### src/rtl/pdm_pkg.sv
// -----------------------------------------------------------------------------
// pdm_pkg
//   Shared constants, FSM state type and CIC width helper for the PDM
//   microphone decimator.
//   Contents:
//     CIC_ORDER    number of integrator/comb stages
//     SETTLE_COUNT decimated outputs discarded after each enable
//     state_e      decimator control states
//     cic_width()  integrator/comb register width for a given log2(R)
// -----------------------------------------------------------------------------
package pdm_pkg;

  localparam int CIC_ORDER    = 3;
  localparam int SETTLE_COUNT = 3;

  typedef enum logic [1:0] {
    IDLE   = 2'd0,
    SETTLE = 2'd1,
    RUN    = 2'd2
  } state_e;

  // The CIC gain is R^CIC_ORDER. The +/-1 input needs a sign bit plus a
  // magnitude bit. Sizing for that keeps +R^3, the full-scale positive result,
  // representable instead of aliasing onto -R^3.
  function automatic int cic_width(input int decim_log);
    return 2 + CIC_ORDER * decim_log;
  endfunction

endpackage

### src/rtl/pdm_clk_gen.sv
// -----------------------------------------------------------------------------
// pdm_clk_gen
//   Divides the system clock down to the PDM bit clock. It also produces a
//   one-cycle sample strobe in the system-clock cycle whose edge drives the
//   bit clock from 0 to 1.
//   Ports:
//     i_clk      system clock
//     i_rst_n    asynchronous active-low reset
//     i_enable   0 holds the divider cleared and the bit clock low
//     o_mic_clk  PDM bit clock, 50% duty, period 2*CLK_DIV system clocks
//     o_sample   high in the cycle whose closing edge raises o_mic_clk
// -----------------------------------------------------------------------------
module pdm_clk_gen #(
  parameter int CLK_DIV = 6
) (
  input  logic i_clk,
  input  logic i_rst_n,
  input  logic i_enable,
  output logic o_mic_clk,
  output logic o_sample
);

  localparam int CW = (CLK_DIV > 1) ? $clog2(CLK_DIV) : 1;

  logic [CW-1:0] r_div;
  logic          r_mic_clk;
  logic          w_wrap;

  assign w_wrap = (r_div == CW'(CLK_DIV - 1));

  always_ff @(posedge i_clk or negedge i_rst_n) begin
    if (!i_rst_n) begin
      r_div     <= '0;
      r_mic_clk <= 1'b0;
    end else if (!i_enable) begin
      r_div     <= '0;
      r_mic_clk <= 1'b0;
    end else if (w_wrap) begin
      r_div     <= '0;
      r_mic_clk <= ~r_mic_clk;
    end else begin
      r_div     <= r_div + 1'b1;
    end
  end

  assign o_mic_clk = r_mic_clk;
  assign o_sample  = i_enable && w_wrap && !r_mic_clk;

endmodule

### src/rtl/pdm_mic_decimator.sv
// -----------------------------------------------------------------------------
// pdm_mic_decimator
//   PDM MEMS microphone front end. It generates the bit clock, captures the
//   1-bit stream, and decimates it by R = 2^DECIM_LOG with a 3rd-order CIC
//   filter. The CIC result is scaled and saturated to signed 8-bit PCM.
//   Ports:
//     wb_clk_i       system clock
//     wb_reset_n_i   asynchronous active-low reset
//     enable_i       1 = running, 0 = stopped and cleared (synchronous)
//     mic_clk_o      PDM bit clock to the microphone
//     mic_data_i     PDM data from the microphone
//     audio_o        signed PCM sample, held between updates
//     audio_valid_o  one-cycle strobe when audio_o updates
// -----------------------------------------------------------------------------
module pdm_mic_decimator
  import pdm_pkg::*;
#(
  parameter int CLK_DIV   = 6,
  parameter int DECIM_LOG = 6
) (
  input  logic       wb_clk_i,
  input  logic       wb_reset_n_i,
  input  logic       enable_i,
  output logic       mic_clk_o,
  input  logic       mic_data_i,
  output logic [7:0] audio_o,
  output logic       audio_valid_o
);

  localparam int W      = cic_width(DECIM_LOG);
  localparam int SHIFT  = CIC_ORDER * DECIM_LOG - 7;
  localparam int RSH    = (SHIFT > 0) ? SHIFT : 0;
  localparam int LSH    = (SHIFT < 0) ? -SHIFT : 0;
  localparam int SCNT_W = $clog2(SETTLE_COUNT + 1);

  localparam logic signed [W:0] SAT_MAX = (W + 1)'(127);
  localparam logic signed [W:0] SAT_MIN = -(W + 1)'(128);

  // Arithmetic scale by 2^-SHIFT (floor), then clip to the 8-bit PCM range.
  function automatic logic [7:0] scale_sat(input logic signed [W-1:0] v);
    logic signed [W:0] s;
    s = ($signed({v[W-1], v}) >>> RSH) <<< LSH;
    if (s > SAT_MAX)      return 8'h7F;
    else if (s < SAT_MIN) return 8'h80;
    else                  return s[7:0];
  endfunction

  logic                  w_sample;
  logic                  r_bit_p0;
  logic                  r_bit_vld_p0;
  logic signed [W-1:0]   w_x;
  logic signed [W-1:0]   w_int1;
  logic signed [W-1:0]   w_int2;
  logic signed [W-1:0]   w_int3;
  logic signed [W-1:0]   r_int1_p1;
  logic signed [W-1:0]   r_int2_p1;
  logic signed [W-1:0]   r_int3_p1;
  logic [DECIM_LOG-1:0]  r_dec_cnt_p1;
  logic                  r_dec_vld_p1;
  logic signed [W-1:0]   w_comb1;
  logic signed [W-1:0]   w_comb2;
  logic signed [W-1:0]   w_comb3;
  logic signed [W-1:0]   r_dly1_p2;
  logic signed [W-1:0]   r_dly2_p2;
  logic signed [W-1:0]   r_dly3_p2;
  logic [7:0]            r_audio_p2;
  logic                  r_vld_p2;
  state_e                r_state;
  state_e                w_state_nxt;
  logic [SCNT_W-1:0]     r_settle_cnt;
  logic                  w_emit;
  logic                  w_settle_step;

  pdm_clk_gen #(
    .CLK_DIV (CLK_DIV)
  ) u_clk_gen (
    .i_clk     (wb_clk_i),
    .i_rst_n   (wb_reset_n_i),
    .i_enable  (enable_i),
    .o_mic_clk (mic_clk_o),
    .o_sample  (w_sample)
  );

  // Bit 1 maps to +1 and bit 0 maps to -1. The integrators form an unpipelined
  // cascade, so all three see the same bit in the same cycle.
  assign w_x    = r_bit_p0 ? {{(W-1){1'b0}}, 1'b1} : {W{1'b1}};
  assign w_int1 = r_int1_p1 + w_x;
  assign w_int2 = r_int2_p1 + w_int1;
  assign w_int3 = r_int3_p1 + w_int2;

  assign w_comb1 = r_int3_p1 - r_dly1_p2;
  assign w_comb2 = w_comb1   - r_dly2_p2;
  assign w_comb3 = w_comb2   - r_dly3_p2;

  always_ff @(posedge wb_clk_i or negedge wb_reset_n_i) begin
    if (!wb_reset_n_i) r_state <= IDLE;
    else               r_state <= w_state_nxt;
  end

  always_comb begin
    w_state_nxt = r_state;
    if (!enable_i) begin
      w_state_nxt = IDLE;
    end else begin
      case (r_state)
        IDLE:    w_state_nxt = SETTLE;
        SETTLE:  if (r_dec_vld_p1 && r_settle_cnt == SCNT_W'(SETTLE_COUNT - 1))
                   w_state_nxt = RUN;
        RUN:     w_state_nxt = RUN;
        default: w_state_nxt = IDLE;
      endcase
    end
  end

  always_comb begin
    w_emit        = (r_state == RUN)    && r_dec_vld_p1;
    w_settle_step = (r_state == SETTLE) && r_dec_vld_p1;
  end

  always_ff @(posedge wb_clk_i or negedge wb_reset_n_i) begin
    if (!wb_reset_n_i) begin
      r_bit_p0     <= 1'b0;
      r_bit_vld_p0 <= 1'b0;
      r_int1_p1    <= '0;
      r_int2_p1    <= '0;
      r_int3_p1    <= '0;
      r_dec_cnt_p1 <= '0;
      r_dec_vld_p1 <= 1'b0;
      r_dly1_p2    <= '0;
      r_dly2_p2    <= '0;
      r_dly3_p2    <= '0;
      r_audio_p2   <= 8'h00;
      r_vld_p2     <= 1'b0;
      r_settle_cnt <= '0;
    end else if (!enable_i) begin
      r_bit_p0     <= 1'b0;
      r_bit_vld_p0 <= 1'b0;
      r_int1_p1    <= '0;
      r_int2_p1    <= '0;
      r_int3_p1    <= '0;
      r_dec_cnt_p1 <= '0;
      r_dec_vld_p1 <= 1'b0;
      r_dly1_p2    <= '0;
      r_dly2_p2    <= '0;
      r_dly3_p2    <= '0;
      r_audio_p2   <= 8'h00;
      r_vld_p2     <= 1'b0;
      r_settle_cnt <= '0;
    end else begin
      // p0: capture the PDM bit on the bit-clock rising edge
      r_bit_vld_p0 <= w_sample;
      if (w_sample) r_bit_p0 <= mic_data_i;

      // p1: integrate once per bit, and flag the last bit of each window
      r_dec_vld_p1 <= 1'b0;
      if (r_bit_vld_p0) begin
        r_int1_p1    <= w_int1;
        r_int2_p1    <= w_int2;
        r_int3_p1    <= w_int3;
        r_dec_cnt_p1 <= r_dec_cnt_p1 + 1'b1;
        r_dec_vld_p1 <= (r_dec_cnt_p1 == {DECIM_LOG{1'b1}});
      end

      // p2: comb, scale and register the PCM sample
      r_vld_p2 <= w_emit;
      if (r_dec_vld_p1) begin
        r_dly1_p2 <= r_int3_p1;
        r_dly2_p2 <= w_comb1;
        r_dly3_p2 <= w_comb2;
      end
      if (w_emit)        r_audio_p2   <= scale_sat(w_comb3);
      if (w_settle_step) r_settle_cnt <= r_settle_cnt + 1'b1;
    end
  end

  assign audio_o       = r_audio_p2;
  assign audio_valid_o = r_vld_p2;

endmodule

### config.mk
export PLATFORM = sky130hd
export DESIGN_NAME = pdm_mic_decimator
export DESIGN_NICKNAME = d
export VERILOG_FILES = /design/src/rtl/pdm_pkg.sv /design/src/rtl/pdm_clk_gen.sv /design/src/rtl/pdm_mic_decimator.sv
export SDC_FILE = /design/constraint.sdc
export NUM_CORES = 1
export LEC_CHECK = 0
export CORE_MARGIN = 1.5
export CORE_UTILIZATION = 40
export CTS_BUF_LIST = sky130_fd_sc_hd__clkbuf_4
export DETAILED_ROUTE_END_ITERATION = 7
export PLACE_DENSITY = 0.63
export REMOVE_ABC_BUFFERS = 1
export SLEW_MARGIN = 20
export SYNTH_ARGS = -nofsm -noshare
export SYNTH_HDL_FRONTEND = slang
export SYNTH_SLANG_ARGS = --single-unit
### constraint.sdc
create_clock -name wb_clk_i -period 7.8 [get_ports wb_clk_i]
set_input_delay 1.95 -clock wb_clk_i [delete_from_list [all_inputs] [get_ports wb_clk_i]]
set_output_delay 1.95 -clock wb_clk_i [all_outputs]
set_load 0.05 [all_outputs]
==> results of run 1 <==
## worst min-delay path by stage
stage | start | end | depth (start not counted)
after CTS | audio_o[7] | audio_o[7] | 2
after detailed placement | audio_o[7] | audio_o[7] | 2
after global routing | u_clk_gen.r_div[0] | u_clk_gen.r_div[0] | 1
after global placement | u_clk_gen.r_div[0] | u_clk_gen.r_div[0] | 1
final | audio_o[7] | audio_o[7] | 2
after floorplan | u_clk_gen.r_div[0] | u_clk_gen.r_div[0] | 1
## where the power goes
part           switching [W]  internal [W]  leakage [nW]  total [W]
Clock               0.000297      0.000289         0.186   0.000586
Combinational       0.000441      0.000313          2.94   0.000754
Sequential        0.00000668      0.000764          2.03   0.000771
## worst max-delay path, delay by kind of cell (launching register included)
| family | cells | cell delay [ns] |
|---|---|---|
| AOI/OAI and AO/OA | 17 | 3.39 |
| adders and majority gates | 4 | 1.23 |
| and+or+nand+nor | 5 | 1.04 |
| DFF | 1 | 0.42 |
| xor gates and xnor gates | 1 | 0.15 |
| buffers and inverters | 1 | 0.06 |
## per-layer routing
| layer | wire length, um | share of wire |
|---|---|---|
| met4 | 282 | 0.012 |
| met5 | 0 | 0 |
| met3 | 510 | 0.023 |
| met1 | 11500 | 0.51 |
| met2 | 10300 | 0.46 |
## per-stage QoR
step                power (W)  area, sq um  setup slack (ns)  instances
floorplan             0.00139        10900              2.22       1203
global placement      0.00152        11500              1.57       1563
detailed placement    0.00154        11500              1.51       1563
CTS                   0.00214        11800              1.44       1595
global route          0.00227        11800             0.667       1596
finish                0.00211        11800              1.38       1596
## area by class of cell
type                       count  area share
timing repair buffer          19      0.0149
clock buffer                  18      0.0114
sequential                   146       0.310
clock inverter                14      0.0180
multi-input combinational    957       0.578
antenna                        1    0.000212
tap                          341      0.0361
inverter                     100      0.0320
## cells by family (layout without fill, tap and decap cells)
logic type	Yosys count	after routing	synth area share
fa+ha+maj	122	122	0.142
simple gates	395	395	0.164
mux	90	90	0.0821
compound gates	265	265	0.164
xor+xnor	85	85	0.0698
other cells	0	1	0
buf+inv	133	151	0.0456
flops	146	146	0.333
## sequential cells by signal, summed over array words and instances (netlist names)
| name | count |
|---|---|
| u_clk_gen.o_mic_clk | 1 |
| r_dly2_p2 | 20 |
| r_dec_vld_p1 | 1 |
| audio_valid_o | 1 |
| r_int1_p1 | 20 |
| u_clk_gen.r_div | 3 |
| r_bit_p0 | 1 |
| audio_o | 8 |
| r_int3_p1 | 20 |
| r_dly1_p2 | 20 |
| r_state | 2 |
| r_bit_vld_p0 | 1 |
| r_int2_p1 | 20 |
| r_dec_cnt_p1 | 6 |
| r_settle_cnt | 2 |
| r_dly3_p2 | 20 |
## Yosys cell counts (5+ instances only)
cell type,instances,area share
buf_1,14,0.0048
a21boi_0,16,0.011
o21a_1,16,0.011
a21o_1,25,0.017
nor3_1,30,0.014
mux2i_1,89,0.081
a221o_1,8,0.0073
a211oi_1,19,0.013
or3_1,16,0.0091
ha_1,117,0.13
o31a_1,5,0.0040
a21oi_1,64,0.029
nand2_1,67,0.023
a31oi_1,8,0.0046
nor2b_1,14,0.0080
and3_1,10,0.0057
clkbuf_1,18,0.0062
xor2_1,28,0.022
a211o_1,5,0.0040
nand3b_1,7,0.0048
and2_1,7,0.0040
fa_1,5,0.0091
inv_1,98,0.033
xnor2_1,55,0.044
o31ai_1,6,0.0041
nor2_1,195,0.067
nand3_1,23,0.010
o21ai_0,50,0.023
dfrtp_1,146,0.33
==> out/metrics.yaml, run 1 <==
critPathRequiredTime_ns: 8.26
critical_path.max_fanout: 7
drc: 0
ys_types: 72
detail-route-antenna-nets: 0
gr-usage-met2: 0.282
synth_top_flop_cell: "dfrtp_1"
r2r_slack_ns: 1.38
fin_hold_ws_ns: 0.491
globalRouteMet3Util: 0.0274
r2r-end: "audio_o[6]"
grt_max_degree: 78
h-tree-depth: 4
root_buffer: "clkbuf_4"
slowest_delay_ns: 0.42
rows: 60
clk_pin_slew_worst_paths_ns: 0.13
viasPerCell: 5.38
area_growth_pct: 7.61
cts_tree: "built"
ioPinCount: 14
clock_skew_ns: 0.0309
synth_warnings: 0
layout_common_cells: "nor2_1 (195), dfrtp_1 (144), ha_1 (117)"
ir_drop_v: 0.000101
critical_path.startpoint: "r_int3_p1[0]"
worst-endpoint-arrival_ns: 6.88
synth_seq_cells: 146
drive_gt1_frac: 0.0470
slew_violations: 0
clock_sinks: 146
routed_wl_um: 22700
post-route-util: 0.439
fin_crit_sh: 0.823
postSynthCellCount: 1236
regArea_sq_um: 3660
clkLatencyLatePin_ns: 0.58
async_flop_share: 1.00
layout_commonest_cell: "nor2_1"
clk_path_buf_depth: 2
power.leakage_nw: 5.16
fmax_mhz: 156
rsz0062_at_grt: "false"
cp_slowest_cell: "dfrtp_1"
setup_viol: 0
vias: 8589
ys_seq_area_frac: 0.333
worstMarginPinSlew_ns: 0.929
port_buffers: 13
hp-class: "flop to flop"
antenna_found_initial: 1
finalCriticalPeriod_ns: 6.42
top_usage_layer: "met2"
die_area_sq_um: 28500
met1_usage: 0.231
nFillCells: 2656
wl_per_cell_um: 14.2
critical_path.endpoint_type: "flop"
drv_cap: 0
syn_area_sq_um: 11000
die_w_um: 169
hpwlAfterDp_um: 16000
gp_congestion: 0.838
overflow: 0
core_region_area_sq_um: 27000
grt_pass1_vias: 8329
endpoint: "audio_o[6]"
final_hold_viol_count: 0
first_iter_violations: 378
cts_buffers: 17
r2r_cells: 28
final_nets: 1367
cts_setup_buffers: 0
syn_avg_cell_area_sq_um: 8.89
multi_input_area_sq_um: 6830
cp-start-kind: "flop"
grt_pass1_wl_um: 40000
grt.total_usage: 0.170
timing.slew.headroom: 0.381
start_util: 0.408
reg2reg_from: "r_int3_p1[0]"
fin_tns_setup_ns: 0
die_y_um: 169
cts-resized-gates: 0
synth_edf_count: 0
crit_type: "flop to flop"
drt-pass1-iter-count: 5
powerDensity_nw_per_um2: 179
cts_hold_buf: 0
status: "completed"
Power figures use the tool's default switching activity.
==> run 2, diff against run 1 <==
PLACE_DENSITY = 0.65   (was 0.63)
clock period = 5.5 ns   (was 7.8 ns; I/O delays follow)
==> out/metrics.yaml, run 2 (synthesized netlist as in run 1, its figures left out) <==
status: "finished, violations left"
violations: "setup timing"
gr-usage-met2: 0.317
start_util: 0.408
globalRouteMet3Util: 0.0311
viasPerCell: 5.23
intPower_w: 0.00228
nFillCells: 2475
root_buffer: "clkbuf_4"
fin_crit_sh: 1.01
detail-route-antenna-nets: 0
critical_path.max_fanout: 7
clock_skew_ns: 0.0256
top_usage_layer: "met2"
rsz0062_at_grt: "true"
hp-class: "flop to flop"
r2r-end: "audio_o[6]"
timing.slew.headroom: 0.391
stdcell_count: 1788
worstMarginPinSlew_ns: 0.914
cpMostUsedCell: "buf_4"
crit_buf_inv: 7
fmax_mhz: 181
crit_type: "flop to flop"
slew_violations: 0
critical_path.startpoint: "r_int3_p1[0]"
endpoint: "audio_o[6]"
cts_buffers: 17
area_growth_pct: 24.3
die_y_um: 169
setup_viol: 7
drc: 0
p_comb_frac: 0.471
cp.depth: 29
rows: 60
drive_gt1_frac: 0.231
core_region_area_sq_um: 27000
die_w_um: 169
place_inst: 1720
grt_max_degree: 97
clk_pin_slew_worst_paths_ns: 0.13
slowest_delay_ns: 0.38
grt.total_usage: 0.178
h-tree-depth: 4
r2r_slack_ns: -0.04
vias: 9343
critical_path.endpoint_type: "flop"
pre_cts_ws_ns: -0.398
wl_per_cell_um: 13.8
r2r_cells: 29
clk_path_buf_depth: 2
worst-endpoint-arrival_ns: 5.99
reg2reg_from: "r_int3_p1[0]"
power_switching_w: 0.00122
power.share.sequential: 0.313
grt_pass1_wl_um: 42400
met1_usage: 0.227
clkLatencyLatePin_ns: 0.56
cp-start-kind: "flop"
layout_commonest_cell: "buf_4"
powerDensity_nw_per_um2: 256
first_iter_violations: 403
swShare: 0.349
drt-pass1-iter-count: 7
post-route-util: 0.507
port_buffers: 13
layout_common_cells: "buf_4 (196), nor2_1 (188), dfrtp_1 (144)"
path_delay_family: "compound AO/OA/AOI/OAI gates"
cts_tree: "built"
routed_wl_um: 24600
hpwlAfterDp_um: 17200
drv_cap: 0
finalCriticalPeriod_ns: 5.54
grt_pass1_vias: 9374
overflow: 0
critPathRequiredTime_ns: 5.95
clock_sinks: 146
gp_congestion: 0.845
ioPinCount: 14
worst_slack_ns: -0.0395
antenna_found_initial: 1
die_area_sq_um: 28500
power.leakage_nw: 6.20
final_hold_viol_count: 0
final_nets: 1559
cp_slowest_cell: "fa_2"
ir_drop_v: 0.000166
clkPwrFrac: 0.217
[run 2: through the flow]
step / total power [W] / hold WS (ns) / cell area [sq um] / setup TNS (ns)
6_report: 0.00349 / 0.493 / 13700 / -0.172
5_1_grt: 0.00373 / 0.528 / 13700 / -2.24
4_1_cts: 0.00339 / 0.501 / 13300 / -0.995
3_5_place_dp: 0.00242 / 0.472 / 12600 / -3.01
3_3_place_gp: 0.00240 / 0.468 / 12600 / -2.65
2_1_floorplan: 0.00197 / 0.448 / 10900 / -0.413
[run 2: final cells by class]
| class | count | area [sq um] | area share |
|---|---|---|---|
| Sequential cell | 146 | 3660 | 0.268 |
| Clock inverter | 15 | 185 | 0.0136 |
| Clock buffer | 17 | 128 | 0.00934 |
| Inverter | 100 | 378 | 0.0277 |
| Timing Repair Buffer | 211 | 1630 | 0.119 |
| Multi-Input combinational cell | 957 | 7250 | 0.531 |
| Antenna cell | 1 | 2.50 | 0.000183 |
| Tap cell | 341 | 427 | 0.0312 |
[run 2: what timing repair did]
item | CTS | global route
setup endpoints to repair | 9 | 13
pin swaps | 52 | 58
setup buffers | 28 | 9
hold buffers | 0 | 0
resized for setup | 48 | 73
[run 2: worst min path at each step]
stage / start / endpoint / cells after the start
floorplan: u_clk_gen.r_div[0] / u_clk_gen.r_div[0] / 1
global placement: audio_o[7] / audio_o[7] / 2
detailed placement: audio_o[7] / audio_o[7] / 2
CTS: u_clk_gen.r_div[0] / u_clk_gen.r_div[0] / 1
global route: audio_o[7] / audio_o[7] / 2
finish: audio_o[7] / audio_o[7] / 2
[run 2: power by group through the flow]
| stage | sequential [W] | clock [W] | combinational, W |
|---|---|---|---|
| floorplan | 0.00111 | 0 | 0.000856 |
| global placement | 0.00111 | 0 | 0.00129 |
| detailed placement | 0.00111 | 0 | 0.00131 |
| CTS | 0.00109 | 0.000785 | 0.00151 |
| global route | 0.00109 | 0.000828 | 0.00181 |
| finish | 0.00109 | 0.000758 | 0.00164 |
[run 2: worst register-to-register path, delay by kind of cell, from the launching register on]
kind | cells | cell delay (ns)
compound gates | 12 | 2.04
fa+ha+maj | 4 | 1.09
buf+inv | 7 | 0.78
flops | 1 | 0.37
simple gates | 6 | 1.14
[run 2: layer usage]
metal,up-vias,wire length (um),part of all wire
met2,85,12100,0.49
met1,4495,11800,0.48
met3,15,587,0.024
met4,0,195,0.0079
met5,-,0,0
li1,4748,-,-
==> run 3, diff against run 2 <==
TNS_END_PERCENT = 20   (was default)
==> out/metrics.yaml, run 3 (synthesized netlist as in run 1, its figures left out) <==
die_w_um: 169
final_nets: 1555
first_iter_violations: 416
post-route-util: 0.504
crit_buf_inv: 1
cts_buffers: 17
status: "finished, violations left"
worstMarginPinSlew_ns: 0.932
slowest_delay_ns: 0.38
hpwlAfterDp_um: 17200
clk_pin_slew_worst_paths_ns: 0.13
hold_depth: 2
fin_crit_sh: 1.01
critical_path.endpoint_type: "flop"
gp_congestion: 0.845
violations: "setup timing"
routed_wl_um: 24600
worst-endpoint-arrival_ns: 5.99
r2r_slack_ns: -0.04
rows: 60
clkLatencyLatePin_ns: 0.56
start_util: 0.408
crit_type: "flop to flop"
grt_max_degree: 97
overflow: 0
drive_gt1_frac: 0.223
critPathRequiredTime_ns: 5.95
hold_path_end: "audio_o[7]"
power.leakage_nw: 6.17
r2r-end: "audio_o[6]"
reg2reg_from: "r_int3_p1[0]"
vias: 9357
root_buffer: "clkbuf_4"
r2r_cells: 27
die_y_um: 169
port_buffers: 13
layout_common_cells: "buf_4 (193), nor2_1 (188), dfrtp_1 (144)"
fmax_mhz: 181
rsz0062_at_grt: "true"
ioPinCount: 14
path_delay_family: "compound AO/OA/AOI/OAI gates"
grt_pass1_vias: 9307
pre_cts_ws_ns: -0.398
setup_viol: 7
detail-route-antenna-nets: 0
grt.total_usage: 0.176
cp-start-kind: "flop"
antenna_found_initial: 1
powerDensity_nw_per_um2: 257
finalCriticalPeriod_ns: 5.54
die_area_sq_um: 28500
wl_per_cell_um: 13.8
placed_area_sq_um: 12600
fin_hold_ws_ns: 0.493
cpMostUsedCell: "o21ai_2"
drc: 0
clock_sinks: 146
h-tree-depth: 4
layout_commonest_cell: "buf_4"
grt_pass1_wl_um: 42100
cts_tree: "built"
final_hold_viol_count: 0
critical_path.max_fanout: 7
core_region_area_sq_um: 27000
nFillCells: 2491
timing.slew.headroom: 0.379
drt-pass1-iter-count: 5
ir_drop_v: 0.000166
min_from: "audio_o[7]"
area_growth_pct: 23.6
clock_skew_ns: 0.0288
clk_path_buf_depth: 2
viasPerCell: 5.24
cp_slowest_cell: "fa_2"
slew_violations: 0
worst_slack_ns: -0.0371
drv_cap: 0
hp-class: "flop to flop"
final_area_sq_um: 13600
-- run 3: cell count changes in the layout (fill, tap and decap cells not counted), moves of 2 or more --
cell	change
buf_4	-3
inv_1	+3
inv_2	-3
o21ai_1	+2
o21ai_2	-2
-- run 3: worst max path at each step --
stage	start	endpoint	slack (ns)	cells past startpoint
6_report	r_int3_p1[0]	audio_o[6]	-0.04	27
5_1_grt	r_bit_p0	r_int3_p1[19]	-0.31	30
4_1_cts	r_int3_p1[0]	audio_o[4]	-0.16	28
3_5_place_dp	r_int3_p1[0]	audio_o[6]	-0.40	27
3_3_place_gp	r_int3_p1[0]	audio_o[6]	-0.35	27
2_1_floorplan	r_int3_p1[0]	audio_o[6]	-0.08	27
-- run 3: metrics by stage --
stage	power (W)	std cells	TNS, ns
after floorplan	0.00197	1203	-0.413
after CTS	0.00337	1776	-1.02
after detailed placement	0.00242	1720	-3.01
after global routing	0.00372	1784	-2.39
final	0.00348	1784	-0.152
after global placement	0.00240	1720	-2.65
-- run 3: per-layer routing --
layer / track usage / share of wire / up-vias
met5: 0 / 0 / -
met1: 0.226 / 0.48 / 4510
met2: 0.313 / 0.49 / 94
li1: - / - / 4741
met3: 0.0311 / 0.024 / 12
met4: 0.0307 / 0.0051 / 0
-- run 3: what timing repair did --
| action | CTS | global route |
|---|---|---|
| hold buffers | 0 | 0 |
| buffers inserted | 24 | 8 |
| pin swaps | 32 | 53 |
| resized for setup | 36 | 73 |
| endpoints found under the setup margin | 9 | 13 |
-- run 3: area by class of cell --
cell class / instances / area (sq um) / share of cell area
Inverter: 100 / 378 / 0.0278
Sequential cell: 146 / 3660 / 0.269
Clock buffer: 17 / 128 / 0.00940
Tap cell: 341 / 427 / 0.0314
Multi-Input combinational cell: 957 / 7210 / 0.531
Antenna cell: 1 / 2.50 / 0.000184
Clock inverter: 15 / 185 / 0.0136
Timing Repair Buffer: 207 / 1590 / 0.117
-- run 3: report_power, final --
part           internal, W  switching (W)  leakage, nW
clock             0.000321       0.000438        0.169
combinational     0.000861       0.000771         3.97
sequential         0.00108     0.00000900         2.03
total              0.00227        0.00122         6.17
-- run 3: worst min-delay path, cell delays in order, from the launching register on --
cell and delay (ns):
dfrtp_1 0.37, nand2_1 0.05, o21ai_0 0.06
